`src/rtl/seq_chunk_adder_pkg.sv`:
```
// Shared definitions for the chunked sequential adder.
// Holds the FSM state encoding and the chunk-count and index-width helpers.
// Imported by the top level and the benches.
package seq_chunk_adder_pkg;

  typedef enum logic [1:0] {
    ST_IDLE = 2'd0,
    ST_BUSY = 2'd1,
    ST_DONE = 2'd2
  } state_t;

  // Number of CHUNK-bit slices in a WIDTH-bit operand
  function automatic int nchunk(input int width, input int chunk);
    return width / chunk;
  endfunction

  // Index register width; a single-chunk adder still needs a 1-bit index
  function automatic int idx_width(input int n);
    return (n <= 1) ? 1 : $clog2(n);
  endfunction

endpackage

```
`src/rtl/chunk_adder.sv`:
```
// CHUNK-bit ripple-carry adder built from full_adder cells.
// Latency: combinational.
// Backpressure: none.
module chunk_adder #(
  parameter int CHUNK = 4
) (
  input  logic [CHUNK-1:0] a,
  input  logic [CHUNK-1:0] b,
  input  logic             ci,
  output logic [CHUNK-1:0] s,
  output logic             co
);

  logic [CHUNK:0] w_c;

  assign w_c[0] = ci;
  assign co     = w_c[CHUNK];

  for (genvar g = 0; g < CHUNK; g++) begin : g_bit
    full_adder u_fa (
      .a  (a[g]),
      .b  (b[g]),
      .ci (w_c[g]),
      .s  (s[g]),
      .co (w_c[g+1])
    );
  end

endmodule

```
`src/rtl/full_adder.sv`:
```
// One-bit full adder cell used to build the chunk ripple adder.
// Latency: combinational.
// Backpressure: none.
module full_adder (
  input  logic a,
  input  logic b,
  input  logic ci,
  output logic s,
  output logic co
);

  // Sum and majority carry
  always_comb begin
    s  = a ^ b ^ ci;
    co = (a & b) | (a & ci) | (b & ci);
  end

endmodule

```
`src/rtl/seq_chunk_adder.sv`:
```
// Multi-cycle WIDTH-bit add/subtract, CHUNK bits per cycle with a registered carry.
// Latency: result valid WIDTH/CHUNK edges after operand accept.
// Backpressure: result held in DONE until out_ready; no operands taken outside IDLE.
module seq_chunk_adder
  import seq_chunk_adder_pkg::*;
#(
  parameter int WIDTH = 16,
  parameter int CHUNK = 4
) (
  input  logic             clk,
  input  logic             rst,
  input  logic             in_valid,
  output logic             in_ready,
  input  logic [WIDTH-1:0] a,
  input  logic [WIDTH-1:0] b,
  input  logic             cin,
  input  logic             sub,
  output logic             out_valid,
  input  logic             out_ready,
  output logic [WIDTH-1:0] sum,
  output logic             cout,
  output logic             ovf
);

  localparam int NCHUNK = nchunk(WIDTH, CHUNK);
  localparam int IW     = idx_width(NCHUNK);

  state_t           r_state;
  state_t           w_state_nxt;
  logic [IW-1:0]    r_idx;
  logic [WIDTH-1:0] r_a;
  logic [WIDTH-1:0] r_bx;
  logic             r_carry;
  logic [WIDTH-1:0] r_sum;
  logic             r_cout;
  logic             r_ovf;

  logic [CHUNK-1:0] w_a_sl;
  logic [CHUNK-1:0] w_b_sl;
  logic [CHUNK-1:0] w_s;
  logic             w_co;
  logic             w_last;

  assign w_a_sl = r_a[r_idx*CHUNK +: CHUNK];
  assign w_b_sl = r_bx[r_idx*CHUNK +: CHUNK];
  assign w_last = (r_idx == IW'(NCHUNK - 1));

  chunk_adder #(.CHUNK(CHUNK)) u_chunk (
    .a  (w_a_sl),
    .b  (w_b_sl),
    .ci (r_carry),
    .s  (w_s),
    .co (w_co)
  );

  assign in_ready  = (r_state == ST_IDLE) & ~rst;
  assign out_valid = (r_state == ST_DONE);
  assign sum       = r_sum;
  assign cout      = r_cout;
  assign ovf       = r_ovf;

  // State register
  always_ff @(posedge clk) begin
    if (rst) r_state <= ST_IDLE;
    else     r_state <= w_state_nxt;
  end

  // Next-state: accept in IDLE, step through chunks in BUSY, wait for consumer in DONE
  always_comb begin
    w_state_nxt = r_state;
    case (r_state)
      ST_IDLE: if (in_valid)  w_state_nxt = ST_BUSY;
      ST_BUSY: if (w_last)    w_state_nxt = ST_DONE;
      ST_DONE: if (out_ready) w_state_nxt = ST_IDLE;
      default:                w_state_nxt = ST_IDLE;
    endcase
  end

  // Operand capture and per-chunk accumulation; results hold until the next op writes them
  always_ff @(posedge clk) begin
    if (rst) begin
      r_idx   <= '0;
      r_a     <= '0;
      r_bx    <= '0;
      r_carry <= 1'b0;
      r_sum   <= '0;
      r_cout  <= 1'b0;
      r_ovf   <= 1'b0;
    end else begin
      case (r_state)
        ST_IDLE: begin
          if (in_valid) begin
            r_a     <= a;
            r_bx    <= sub ? ~b : b;
            r_carry <= sub ? 1'b1 : cin;
            r_idx   <= '0;
          end
        end
        ST_BUSY: begin
          r_sum[r_idx*CHUNK +: CHUNK] <= w_s;
          r_carry                     <= w_co;
          r_idx                       <= r_idx + IW'(1);
          if (w_last) begin
            r_cout <= w_co;
            // Top bit of the final slice is the result sign bit
            r_ovf  <= (r_a[WIDTH-1] == r_bx[WIDTH-1]) & (w_s[CHUNK-1] != r_a[WIDTH-1]);
          end
        end
        default: ;
      endcase
    end
  end

endmodule
```
`config.mk`:
```
export PLATFORM = sky130hd
export DESIGN_NAME = seq_chunk_adder
export DESIGN_NICKNAME = d
export VERILOG_FILES = /design/src/rtl/seq_chunk_adder_pkg.sv /design/src/rtl/chunk_adder.sv /design/src/rtl/full_adder.sv /design/src/rtl/seq_chunk_adder.sv
export SDC_FILE = /design/constraint.sdc
export NUM_CORES = 1
export LEC_CHECK = 0
export ABC_AREA = 1
export BUFFER_PORTS_ARGS = -buffer_cell sky130_fd_sc_hd__buf_2
export CELL_PAD_IN_SITES_DETAIL_PLACEMENT = 1
export CELL_PAD_IN_SITES_GLOBAL_PLACEMENT = 1
export CORE_ASPECT_RATIO = 1.4
export CORE_MARGIN = 8
export CORE_UTILIZATION = 39
export DETAILED_ROUTE_END_ITERATION = 8
export GPL_TIMING_DRIVEN = 0
export MAX_ROUTING_LAYER = met4
export PLACE_DENSITY_LB_ADDON = 0.12
export SLEW_MARGIN = 20
export SYNTH_ARGS = -nofsm -noshare
export SYNTH_HDL_FRONTEND = slang
export SYNTH_SLANG_ARGS = --single-unit
```
`constraint.sdc`:
```
create_clock -name clk -period 3.8 [get_ports clk]
set_input_delay 0.76 -clock clk [delete_from_list [all_inputs] [get_ports clk]]
set_output_delay 0.76 -clock clk [all_outputs]
set_load 0.02 [all_outputs]
```
==> results.yml <==
run_status:
  status: "finished clean"
pwr:
  power.density_nw_per_um2: 378
  power_switching_share: 0.316
  vdd_ir_drop_max_uv: 182
  share_clk_of_total_power: 0.241
  switchingPower_w: 0.000396
  cellLeakagePower_nw: 1.52
  p_total_w: 0.00126
  p_int_w: 0.000860
  share_comb_of_total_power: 0.249
  power_frac_seq: 0.510
sta:
  grt_setup_unrepaired: "false"
  final.min_clock_period_ps: 3390
  final.period_utilization: 0.892
  total_negative_slack_for_setup_checks_ps: 0
  fin_ws_ps: 409
  fin_worst_skew_ps: 9.71
  max_clock_freq_ghz: 0.295
  slew-limit-headroom: 0.633
  report.final.slew_viol_count: 0
  final_hold_viol_count: 0
  worst_pin_slew_ps: 551
  report.final.setup_viol: 0
grt:
  grt_antenna_before_repair: 0
  global_route.usage.met3: 0.0245
  globalRouteMet2Util: 0.301
  grt_pass1_wl_um: 12600
  gr-total-overflow: 0
  use_met1: 0.170
  first_global_vias: 2709
  globalRoute.busiestLayer: "met2"
  grt_start_max_net_pins: 15
  grt_use_total: 0.160
detailed_routing:
  detail_route.wl_per_cell_um: 14.1
  drt_iter0_markers: 88
  drtPass1Iterations: 4
  drt-vias-per-instance: 4.78
  drtAntennaViolNets: 0
  drt-total-wl_um: 7590
  drc_errors: 0
  num_vias: 2569
worst_setup_path:
  worstSetupPathType: "flop to flop"
  worstPathArrival_ps: 3590
  cp_max_fo: 12
  worst-endpoint-required_ps: 4000
  reg2reg_setup_slack_ps: 410
  crit_path_start_kind: "flop"
  worst_setup_path_end_kind: "flop"
clock_network:
  cts.sinks: 55
  cts.htree.levels: 2
  cts_root_buffer: "sky130_fd_sc_hd__clkbuf_8"
  clk-insertion-delay-late_ps: 310
  cts-root-to-sink-buffers: 2
  tritoncts: "done"
  post_cts_hold_buffer_count: 0
  cts_made_buffers: 5
  cts.repair_timing.setup_buffer_count: 0
  post_cts.resized_instances: 0
  clk_pin_slew_worst_paths_ps: 90
yosys:
  netlist-cell-type-count: 28
  synth.ff_latch_count: 55
  yosysTopAreaCell: "sky130_fd_sc_hd__dfxtp_1"
  yosys.cell_count.top_type: "sky130_fd_sc_hd__nand2_1"
  fraction_of_synthesized_cell_area_taken_by_the_top_area_cell_type: 0.385
  fraction_of_synthesized_cell_area_in_xor_and_xnor_cells: 0.0490
  yosys.area_share.simple: 0.236
  postSynthCellCount: 380
  synth.cell_area_um2: 2860
  ys.warnings.count: 0
  synth-main-ff-cell: "sky130_fd_sc_hd__dfxtp_1"
  asr_flop_ratio_synth: 0
  synth_fp_nets: 428
  synth_compound_area_frac: 0.173
  yosysSeqAreaShare: 0.385
  synth_top_family_by_area: "simple AND/OR/NAND/NOR gates"
  synth-edff-count: 0
  synth_common_cells: "sky130_fd_sc_hd__nand2_1 (69), sky130_fd_sc_hd__nor2_1 (68), sky130_fd_sc_hd__dfxtp_1 (55)"
  postSynthAreaPerCell_um2: 7.52
  synthAdderAreaFrac: 0.0543
  ys_top_cells_by_area: "sky130_fd_sc_hd__dfxtp_1 (39%), sky130_fd_sc_hd__nand2_1 (9.1%), sky130_fd_sc_hd__nor2_1 (8.9%)"
  muxShareOfSynthArea: 0
floorplanning:
  placeableCoreArea_um2: 7220
  initial_utilization: 0.396
  pin_count: 58
  dieWidth_um: 88.3
  rows: 37
  die-height_um: 117
  floorplan.die_area_um2: 10400
finish:
  final_layout_size_suffix_gt1_frac: 0.249
  filler_cell_count: 973
  finalNetCount: 490
  insertedDiodeCount: 0
  multi_input_area_um2: 1470
  stdcell_area_um2: 3330
  area_growth_pct: 16.4
  layout.area.seq_um2: 1100
placed_design:
  place_area_um2: 3250
  hpwlAfterDp_um: 6090
  dpl_worst_slack_ps: 405
  io_buffer_count: 55
  place_congestion: 0.813
min_path:
  worstHoldPathType: "flop to flop"
run:
  max-cap-violations: 0
final cells by class:
| class | instances | share of cell area |
|---|---|---|
| repair buffers | 55 | 0.0827 |
| clock buffers | 6 | 0.0218 |
| well taps | 97 | 0.0365 |
| inverters | 38 | 0.0436 |
| flip-flops and latches | 55 | 0.331 |
| multi-input cells | 268 | 0.440 |
| plain buffers | 19 | 0.0440 |
cells in the final DEF, fill, tap and decap left out, types with 4 or more instances in the layout:
| cell type | count |
|---|---|
| sky130_fd_sc_hd__nand2_1 | 69 |
| sky130_fd_sc_hd__nor2_1 | 68 |
| sky130_fd_sc_hd__buf_2 | 63 |
| sky130_fd_sc_hd__dfxtp_1 | 55 |
| sky130_fd_sc_hd__o21ai_0 | 47 |
| sky130_fd_sc_hd__inv_1 | 34 |
| sky130_fd_sc_hd__xor2_1 | 16 |
| sky130_fd_sc_hd__a21oi_2 | 16 |
| sky130_fd_sc_hd__a21oi_1 | 12 |
| sky130_fd_sc_hd__nor2_2 | 6 |
| sky130_fd_sc_hd__ha_1 | 6 |
| sky130_fd_sc_hd__clkbuf_8 | 5 |
| sky130_fd_sc_hd__clkbuf_1 | 4 |
| sky130_fd_sc_hd__o22ai_1 | 4 |
| sky130_fd_sc_hd__o22a_1 | 4 |
| sky130_fd_sc_hd__buf_6 | 4 |
| sky130_fd_sc_hd__nand3_1 | 4 |
| sky130_fd_sc_hd__nand2_2 | 4 |
| sky130_fd_sc_hd__nor3_1 | 4 |
| sky130_fd_sc_hd__fa_1 | 4 |
registers in the layout (all words and copies together) (netlist names):
register,flops
cout,1
r_carry,1
sum,16
r_state,2
ovf,1
r_a,16
r_bx,16
r_idx,2
power by group through the flow:
stage               registers, W  logic [W]  clock network, W
floorplan               0.000654   0.000217                 0
global placement        0.000654   0.000309                 0
detailed placement      0.000654   0.000318                 0
CTS                     0.000641   0.000319          0.000319
global route            0.000645   0.000357          0.000334
finish                  0.000641   0.000313          0.000302
path summary, 6_finish.rpt:
path / from / endpoint / cells after the start
setup reg to reg: r_idx[0] / ovf / 16
setup / recovery: r_idx[0] / ovf / 16
hold reg to reg: sum[12] / sum[12] / 2
hold / removal: sum[12] / sum[12] / 2
metal layers:
metal / share of wire / routed length, µm / vias up
li1: - / - / 1313
met1: 0.41 / 3100 / 1212
met2: 0.55 / 4180 / 37
met3: 0.031 / 238 / 7
met4: 0.0091 / 69 / 0
met5: 0 / 0 / -
through the flow:
step	hold slack (ps)	instances	util
6_report	468	538	0.461
5_1_grt	496	538	0.461
4_1_cts	472	538	0.461
3_5_place_dp	457	532	0.451
3_3_place_gp	449	532	0.451
2_1_floorplan	447	380	-
cell families after synthesis:
kind of cell	after synthesis
AOI/OAI and AO/OA	83
adders and majority gates	10
xor gates and xnor gates	16
and+or+nand+nor	159
DFF	55
buffers and inverters	57
critical path, cell delays in order (launching register included):
cell and delay, ps:
sky130_fd_sc_hd__dfxtp_1 370, sky130_fd_sc_hd__inv_1 130, sky130_fd_sc_hd__clkbuf_1 450, sky130_fd_sc_hd__o21ai_0 150
sky130_fd_sc_hd__o22ai_1 230, sky130_fd_sc_hd__fa_1 220, sky130_fd_sc_hd__inv_1 50, sky130_fd_sc_hd__fa_1 370
sky130_fd_sc_hd__fa_1 370, sky130_fd_sc_hd__inv_1 80, sky130_fd_sc_hd__fa_1 430, sky130_fd_sc_hd__inv_1 110
sky130_fd_sc_hd__nor2_1 50, sky130_fd_sc_hd__nand2_1 70, sky130_fd_sc_hd__nand2_1 70, sky130_fd_sc_hd__nor2_1 100
sky130_fd_sc_hd__nor2_1 50
No activity file was read; power rests on OpenSTA's default activity.
